`src/rtl/cpu_types_pkg.sv`:
```
// Shared CPU types for the instruction cache: word type, frame layout at the
// default geometry, and the fill FSM state encoding.
package cpu_types_pkg;
    typedef logic [31:0] word_t;

    localparam int ICACHE_SETS = 16;
    localparam int IIDX_W      = 4;
    localparam int ITAG_W      = 26;

    typedef struct packed {
        logic              valid;
        logic [ITAG_W-1:0] tag;
        word_t             data;
    } icache_frame_t;

    typedef enum logic {IDLE, FETCH} icache_state_t;
endpackage

```
`src/rtl/icache_if.sv`:
```
// Datapath fetch port and memory-side fill port of the instruction cache.
interface icache_if;
    import cpu_types_pkg::*;

    logic  imemREN;
    word_t imemaddr;
    logic  halt;
    logic  ihit;
    word_t imemload;
    logic  iREN;
    word_t iaddr;
    logic  iwait;
    word_t iload;

    modport slave (
        input  imemREN, imemaddr, halt, iwait, iload,
        output ihit, imemload, iREN, iaddr
    );

    modport master (
        output imemREN, imemaddr, halt, iwait, iload,
        input  ihit, imemload, iREN, iaddr
    );
endinterface

```
`src/rtl/icache.sv`:
```
// Direct-mapped, one-word-per-frame instruction cache with a blocking
// two-state fill FSM and free-running hit/miss counters.
module icache
    import cpu_types_pkg::*;
#(
    parameter int SETS = ICACHE_SETS
) (
    input  logic      CLK,
    input  logic      nRST,
    icache_if.slave   bus,
    output word_t     hit_count,
    output word_t     miss_count
);
    localparam int IDX_W = $clog2(SETS);
    localparam int TAG_W = 30 - IDX_W;

    icache_state_t    state_q, state_d;
    word_t            miss_addr_q, miss_addr_d;
    word_t            hit_count_q, hit_count_d;
    word_t            miss_count_q, miss_count_d;
    logic [SETS-1:0]  valid_q, valid_d;
    logic [TAG_W-1:0] tag_q  [SETS];
    word_t            data_q [SETS];

    logic [IDX_W-1:0] req_idx, fill_idx;
    logic [TAG_W-1:0] req_tag, tag_d;
    word_t            data_d;
    logic             fill_en;
    logic             ihit;
    word_t            imemload;
    logic             iren;
    word_t            iaddr;
    logic             unused_lsb;

    assign req_idx    = bus.imemaddr[IDX_W+1:2];
    assign req_tag    = bus.imemaddr[31:IDX_W+2];
    assign fill_idx   = miss_addr_q[IDX_W+1:2];
    assign tag_d      = miss_addr_q[31:IDX_W+2];
    assign data_d     = bus.iload;
    assign unused_lsb = ^{bus.imemaddr[1:0], miss_addr_q[1:0]};

    always_comb begin
        state_d      = state_q;
        miss_addr_d  = miss_addr_q;
        hit_count_d  = hit_count_q;
        miss_count_d = miss_count_q;
        valid_d      = valid_q;
        fill_en      = 1'b0;
        ihit         = 1'b0;
        imemload     = '0;
        iren         = 1'b0;
        iaddr        = '0;
        case (state_q)
            IDLE: begin
                ihit = bus.imemREN & valid_q[req_idx] & (tag_q[req_idx] == req_tag);
                if (ihit) imemload = data_q[req_idx];
                // halt only gates new fills; hits keep flowing
                if (bus.imemREN && !ihit && !bus.halt) begin
                    state_d      = FETCH;
                    miss_addr_d  = bus.imemaddr;
                    miss_count_d = miss_count_q + 32'd1;
                end
            end
            FETCH: begin
                iren  = 1'b1;
                iaddr = {miss_addr_q[31:2], 2'b00};
                if (!bus.iwait) begin
                    state_d           = IDLE;
                    fill_en           = 1'b1;
                    valid_d[fill_idx] = 1'b1;
                end
            end
            default: state_d = IDLE;
        endcase
        if (ihit) hit_count_d = hit_count_q + 32'd1;
    end

    always_ff @(posedge CLK or negedge nRST) begin
        if (!nRST) begin
            state_q      <= IDLE;
            miss_addr_q  <= '0;
            hit_count_q  <= '0;
            miss_count_q <= '0;
            valid_q      <= '0;
        end else begin
            state_q      <= state_d;
            miss_addr_q  <= miss_addr_d;
            hit_count_q  <= hit_count_d;
            miss_count_q <= miss_count_d;
            valid_q      <= valid_d;
        end
    end

    // Tag/data carry no reset: valid bits alone decide whether a frame is live.
    always_ff @(posedge CLK) begin
        if (fill_en) begin
            tag_q[fill_idx]  <= tag_d;
            data_q[fill_idx] <= data_d;
        end
    end

    assign bus.ihit     = ihit;
    assign bus.imemload = imemload;
    assign bus.iREN     = iren;
    assign bus.iaddr    = iaddr;
    assign hit_count    = hit_count_q;
    assign miss_count   = miss_count_q;
endmodule

```
`src/flat_wrapper.sv`:
```
// flat-port wrapper written by rule: the top's interface ports become plain ports
module icache_flat import cpu_types_pkg::*;
#(
    parameter int SETS = ICACHE_SETS
)
  (CLK, nRST, hit_count, miss_count, bus_imemREN, bus_imemaddr, bus_halt, bus_iwait, bus_iload, bus_ihit, bus_imemload, bus_iREN, bus_iaddr);
  icache_if bus_i ();
  input  logic CLK;
  input  logic nRST;
  output word_t hit_count;
  output word_t miss_count;
  input wire logic [$bits(bus_i.imemREN)-1:0] bus_imemREN;
  input wire logic [$bits(bus_i.imemaddr)-1:0] bus_imemaddr;
  input wire logic [$bits(bus_i.halt)-1:0] bus_halt;
  input wire logic [$bits(bus_i.iwait)-1:0] bus_iwait;
  input wire logic [$bits(bus_i.iload)-1:0] bus_iload;
  output wire logic [$bits(bus_i.ihit)-1:0] bus_ihit;
  output wire logic [$bits(bus_i.imemload)-1:0] bus_imemload;
  output wire logic [$bits(bus_i.iREN)-1:0] bus_iREN;
  output wire logic [$bits(bus_i.iaddr)-1:0] bus_iaddr;
  assign bus_i.imemREN = bus_imemREN;
  assign bus_i.imemaddr = bus_imemaddr;
  assign bus_i.halt = bus_halt;
  assign bus_i.iwait = bus_iwait;
  assign bus_i.iload = bus_iload;
  assign bus_ihit = bus_i.ihit;
  assign bus_imemload = bus_i.imemload;
  assign bus_iREN = bus_i.iREN;
  assign bus_iaddr = bus_i.iaddr;
  icache #(.SETS(SETS)) u_core (.CLK(CLK), .nRST(nRST), .bus(bus_i), .hit_count(hit_count), .miss_count(miss_count));
endmodule
```
`config.mk`:
```
export PLATFORM = sky130hd
export DESIGN_NAME = icache_flat
export DESIGN_NICKNAME = d
export VERILOG_FILES = /design/src/rtl/cpu_types_pkg.sv /design/src/rtl/icache_if.sv /design/src/rtl/icache.sv /design/src/flat_wrapper.sv
export SDC_FILE = /design/constraint.sdc
export NUM_CORES = 1
export LEC_CHECK = 0
export BUFFER_PORTS_ARGS = -buffer_cell sky130_fd_sc_hd__buf_2
export CAP_MARGIN = 15
export CELL_PAD_IN_SITES_DETAIL_PLACEMENT = 2
export CELL_PAD_IN_SITES_GLOBAL_PLACEMENT = 2
export CORE_ASPECT_RATIO = 1.2
export CORE_MARGIN = 1
export CORE_UTILIZATION = 40
export CTS_CLUSTER_SIZE = 8
export DETAILED_ROUTE_END_ITERATION = 16
export GPL_ROUTABILITY_DRIVEN = 0
export PLACE_DENSITY = 0.73
export SETUP_SLACK_MARGIN = 0.5
export SLEW_MARGIN = 20
export SYNTH_ARGS = -nofsm -noshare
export SYNTH_HDL_FRONTEND = slang
export SYNTH_SLANG_ARGS = --single-unit
```
`constraint.sdc`:
```
create_clock -name CLK -period 12.3 [get_ports CLK]
set_input_delay 0.615 -clock CLK [delete_from_list [all_inputs] [get_ports CLK]]
set_output_delay 0.615 -clock CLK [all_outputs]
set_load 0.1 [all_outputs]
```
Word level (Yosys, flattened, before mapping)
Memories as Yosys holds them, arrays and structs flattened.
Cells that the tools add are included.
{"block": "word_totals", "wordCells": 41, "out_inout_bits": 130, "in_bits": 69, "reg_bits": 113, "ram_bits": 928, "n_memories": 2}
{"block": "classes", "bitwise": 5, "eq_ne": 1, "muxes": 16, "reduce_logical": 7, "addsub": 2, "magnitude_cmp": 3}
{"memory": "u_core.data_q", "depth": 16, "width": 32, "rd": 1, "rd_ports_with_merged_regs": 0, "write_ports": 1, "line": "icache.sv:23", "rtl": "word_t data_q [SETS];"}
{"memory": "u_core.tag_q", "depth": 16, "width": 26, "rd": 1, "rd_ports_with_merged_regs": 0, "write_ports": 1, "line": "icache.sv:22", "rtl": "logic [TAG_W-1:0] tag_q [SETS];"}
{"cell": "two-way mux 32 bit", "count": 3}
{"cell": "adder 32 x 1 -> 32 bit, second input constant", "count": 2}
{"cell": "== test 26 bit", "count": 1}
{"cell": "bitwise OR 16 bit", "count": 1}
{"cell": "less-than comparator 4 x 5 -> 1 bit, second input constant", "count": 2}
{"cell": "two-way mux 1 bit", "count": 10}
{"cell": "binary-select mux 1 bit (select 4 bit)", "count": 1}
{"cell": "demux 1 bit (select 4 bit)", "count": 1}
{"cell": "greater-or-equal comparator 4 x 1 -> 1 bit, second input constant", "count": 1}
{"cell": "AND reduction 2 bit", "count": 2}
{"cell": "logical AND 1 bit", "count": 3}
{"cell": "bitwise AND 1 bit", "count": 2}
{"cell": "zero test 1 bit", "count": 2}
{"cell": "inverter 1 bit", "count": 2}
{"cell": "case mux 1 bit (2 select lines)", "count": 1}

Depth between registers and ports, before layout
{"block": "depth", "ltp_word": 9, "ltp_mapped": 16, "ltp_nobuf": 9}

Least setup slack after synthesis
Ideal clock, no wire load.
{"block": "synth_timing", "path_kind": "reg2reg", "startpoint": "register u_core.state_q", "endpoint": "register u_core.valid_q[3]", "path_buffers": 1, "required_time_ns": 12.211, "path_slack_ns": 5.476, "arrival_ns": 6.735, "stages_incl_launch_ff": 6, "synth_period_minus_slack_ns": 6.824, "setup_ns": 0.089, "cell_sequence": "dfrtp_1 clkbuf_1 and2_1 nand2_1 nor3_1 or2_2"}
{"block": "synth_between", "elab_chain_cells": 1}
{"element": "start, declared", "line": "icache.sv:17", "rtl": "icache_state_t state_q, state_d;"}
{"element": "start signal, assigned", "line": "icache.sv:86", "rtl": "state_q <= state_d;"}
{"element": "AND reduction 2 bit (no source line)"}
{"element": "end signal, assigned", "line": "icache.sv:90", "rtl": "valid_q <= valid_d;"}
{"element": "end, declared", "line": "icache.sv:21", "rtl": "logic [SETS-1:0] valid_q, valid_d;"}
No other way between the ends.
A chain may end at the register's enable or synchronous reset.

Final worst setup path
{"block": "layout_timing", "startpoint": "input port bus_imemaddr[3]", "endpoint": "output port bus_imemload[0]"}
{"block": "layout_between", "elab_chain_cells": 6, "word_cells_on_any_way": 9, "classes_between": "eq/ne (1); mux (4); bitwise (2); memory (2)"}
{"element": "start, declared", "line": "flat_wrapper.sv:13", "rtl": "input wire logic [$bits(bus_i.imemaddr)-1:0] bus_imemaddr;"}
{"element": "parallel branches: the longest is 4 deep, another holds memory (16 x 26 bit)"}
{"element": "two-way mux 32 bit (*)", "line": "icache.sv:56", "rtl": "if (ihit) imemload = data_q[req_idx];"}
{"element": "two-way mux 32 bit (*)", "line": "icache.sv:53", "rtl": "case (state_q)"}
{"element": "end, declared", "line": "flat_wrapper.sv:18", "rtl": "output wire logic [$bits(bus_i.imemload)-1:0] bus_imemload;"}
Mark *: on every way between the ends. The select of a mux whose other input is x is not followed.

==> summary.txt <==
Outcome
  – Outcome: finished, final reports clean

Clock tree
  – TritonCTS Buffers: approximately 150
  – Htree depth: 4
  – Clk Tree Root Cell: clkbuf_16
  – Clk Latency, worst-skew pair: 0.77 ns
  – Setup bufs post-CTS: 0
  – Clock slew at reported path FFs: 0.05 ns
  – Clock Tree Buf Depth: 3
  – CTS tree: built
  – Clock sinks: a little over 1000

Global route
  – Global Route Usage Sum: around a quarter
  – Initial antenna violation count: 14
  – Pin count of the biggest net entering global routing: ~100
  – First-pass GRT wire length: between 150000 and 200000 um
  – Total gr overflow: 0
  – Vias in the first global route: between 20000 and 25000

Critical path
  – Critical path peak fanout: 44
  – Critical path cell sequence: buf_6 > buf_4 > nor2b_1 > a22oi_1 > and3_1 > nor4b_1 > nand4b_1 > nor4_1 > and4_1 > nand2b_2 > buf_4 > nor2b_1 > buf_2
  – Worst path bufs/invs: 4
  – Worst setup EP type: primary output
  – Crit path largest cell delay: 0.98 ns
  – Critical Path Start Type: primary input
  – Worst Path Arrival: about 7 ns
  – Worst path slowest cell: and4_1
  – Worst endpoint required time: around 12 ns
  – Worst setup path category: in2out
  – Top cell family by delay on the critical path: simple AND/OR/NAND/NOR gates

Hold path
  – HP Class: in2reg

Synthesis
  – XOR/XNOR Fraction of Synth Area: under 10%
  – Mux contribution to synthesized area: between 10% and 20%
  – Simple-gate share of the synthesized area: 5.32%
  – Synthesized instance count: slightly above 2000
  – Async SR Flop Fraction: around a tenth
  – Synth Register Bits: between 1000 and 1500
  – Main combinational cell family by area after synthesis: multiplexers
  – Synth unique cells: slightly above 70
  – Synthesized cell area: between 0.04 and 0.05 sq mm
  – Post-synthesis sequential area ratio: 73.9%
  – Number of synthesized flops with an enable pin: ~930
  – Ys flop type: edfxtp_1
  – Synth Area in Adders: less than 1%
  – Number of synthesis warnings: 0
  – Avg Cell Area, Syn: between 20 and 25 sq um
  – Synth Area in Compound Gates: under 10%

Finish
  – Layout cell share with drive strength beyond 1: 30.6%
  – Area grow syn2layout: 16.5%
  – Commonest non-fill, non-tap cell in the layout: edfxtp_1
  – Nets: 2397
  – Most frequent cells in the layout: edfxtp_1 (928), mux4_2 (237), buf_2 (190)

Power and ir drop
  – Overall power: between 8 and 9 mW
  – Worst vdd ir: roughly 0.00013 V
  – Sw power: 2.17 mW
  – Net Sw Frac: 25.2%
  – Logic pwr share: about 8.0%
  – Cell internal pwr: between 6 and 7 mW
  – Flop pwr share: between 40% and 50%
  – PD cells: approximately 180 mW/mm^2
  – Leakage: about 17 nW
  – Clock Power Share: 43.3%

Drt
  – Vias: between 20000 and 25000
  – Vias per Instance: around 5.8
  – Drt pass-1 iters: 5
  – Routed WL per cell: around 33 um
  – First-iteration detailed-routing DRC count: 1812
  – Detail Route Antenna Nets: 0
  – WL final: between 100000 and 150000 um
  – DRC Markers: 0

Die
  – Initial Util: around two fifths
  – Top Ports: 199
  – Rows: around 130
  – Die ar.: roughly 0.10 sq mm
  – Die W: roughly 300 um
  – Die height: 355 um
  – Core area: between 0.1 and 0.15 sq mm

Place
  – Port buffer count: 194
  – Pre-CTS setup slack: between 4 and 5 ns
  – DP Wirelength: 67900 um

STA
  – Setup WS post-layout: 4.70 ns
  – RSZ-0062 raised after global routing: false
  – Final Critical Period: 7.60 ns
  – Slew Limit Fails: 0
  – Final setup violation count: 0
  – Worst slew pin tran: ~1.2 ns
  – Final-report hold violation count: 0
  – TNS Setup: 0 ns
  – Max-slew headroom: ~22%
  – Crit share post-route: slightly above 60%
  – Skew final: 0.0458 ns
  – F_max: ~130 MHz

Run
  – Max capacitance violation total: 0
## worst register-to-register path: stages (launching register included)
cell       delay, ns
edfxtp_1        0.36
mux4_2          0.49
nor3b_1         0.16
a2111oi_0       0.42
nand3_1         0.14
o41ai_1         0.98
o21a_1          0.24
and4_1          0.90
or3_2           0.28
buf_4           0.52
mux2_1          0.44
## state kept, by name, indices dropped and copies added (netlist names)
register            count
u_core.data_q         512
u_core.hit_count       32
u_core.miss_addr_q     30
u_core.miss_count      32
u_core.state_q          1
u_core.tag_q          416
u_core.valid_q         16
## cell usage after synthesis, types with 9 or more instances
master	n	area share (%)
edfxtp_1	928	67
mux4_2	237	13
dfrtp_1	111	6.7
mux2i_1	79	1.9
nand2_1	56	0.51
xor2_1	53	1.1
clkbuf_1	45	0.41
and2_1	42	0.63
nor2b_1	41	0.62
xnor2_1	36	0.76
nor2_1	29	0.26
nor3_1	28	0.34
nor3_2	28	0.68
mux2_2	26	0.71
nand3_1	23	0.28
buf_1	21	0.19
nand4_1	21	0.32
buf_2	20	0.24
mux2_1	17	0.46
or2_2	17	0.26
a22oi_1	16	0.29
buf_4	15	0.27
and3_1	12	0.18
and4_1	11	0.23
inv_1	11	0.10
nor4_1	10	0.15
nand2b_1	9	0.14
## layout make-up
cell class / count / area (sq um)
Clock inverter: 15 / 329
Clock buffer: 197 / 3870
Inverter: 13 / 50.0
Timing Repair Buffer: 233 / 1370
Multi-Input combinational cell: 892 / 10300
Fill cell: 9346 / 54700
Tap cell: 1375 / 1720
Sequential cell: 1039 / 30600
Antenna cell: 2 / 5.00
## logic make-up after synthesis
logic type	count (synthesis)
flops	1039
simple gates	360
mux	359
buf+inv	122
xor+xnor	89
compound gates	80
fa+ha+maj	2
other cells	1
## per-stage QoR
step | utilization, % | std cells | hold slack [ns] | cell area, sq um
CTS | 46.8 | 3760 | 0.0842 | 48200
floorplan | - | 2053 | 0.319 | 41500
global placement | 42.8 | 3548 | 0.446 | 44000
detailed placement | 42.8 | 3548 | 0.454 | 44000
finish | 46.9 | 3766 | 0.125 | 48300
global route | 46.9 | 3765 | 0.118 | 48300
## power groups by stage
stage	Clock, mW	Combinational, mW	Sequential (mW)
floorplan	0	0.398	4.27
global placement	0	0.664	4.22
detailed placement	0	0.690	4.26
CTS	3.82	0.699	4.19
global route	3.93	0.724	4.21
finish	3.74	0.691	4.20
## layer usage
layer	up-vias	global-route usage (%)	part of all wire [%]
li1	8852	-	-
met2	745	41.4	52
met4	14	9.01	3.3
met5	-	0	0.080
met1	11874	29.8	40
met3	216	3.44	4.7
## repair_timing
action	CTS	global route
hold buffers	0	1
gates resized for setup	0	0
hold endpoints to repair	0	27
## final timing paths
kind	startpoint	slack [ns]	cells past startpoint	end
max	bus_imemaddr[3]	4.70	13	bus_imemload[0]
max reg2reg	u_core.tag_q[5][12]	7.24	10	u_core.miss_addr_q[21]
min	bus_imemaddr[19]	0.13	2	u_core.miss_addr_q[19]
max in group asynchronous	nRST	10.70	3	u_core.state_q
min reg2reg	u_core.valid_q[12]	0.47	1	u_core.valid_q[12]
min in group asynchronous	nRST	0.39	2	u_core.hit_count[19]
Power figures use the tool's default switching activity.
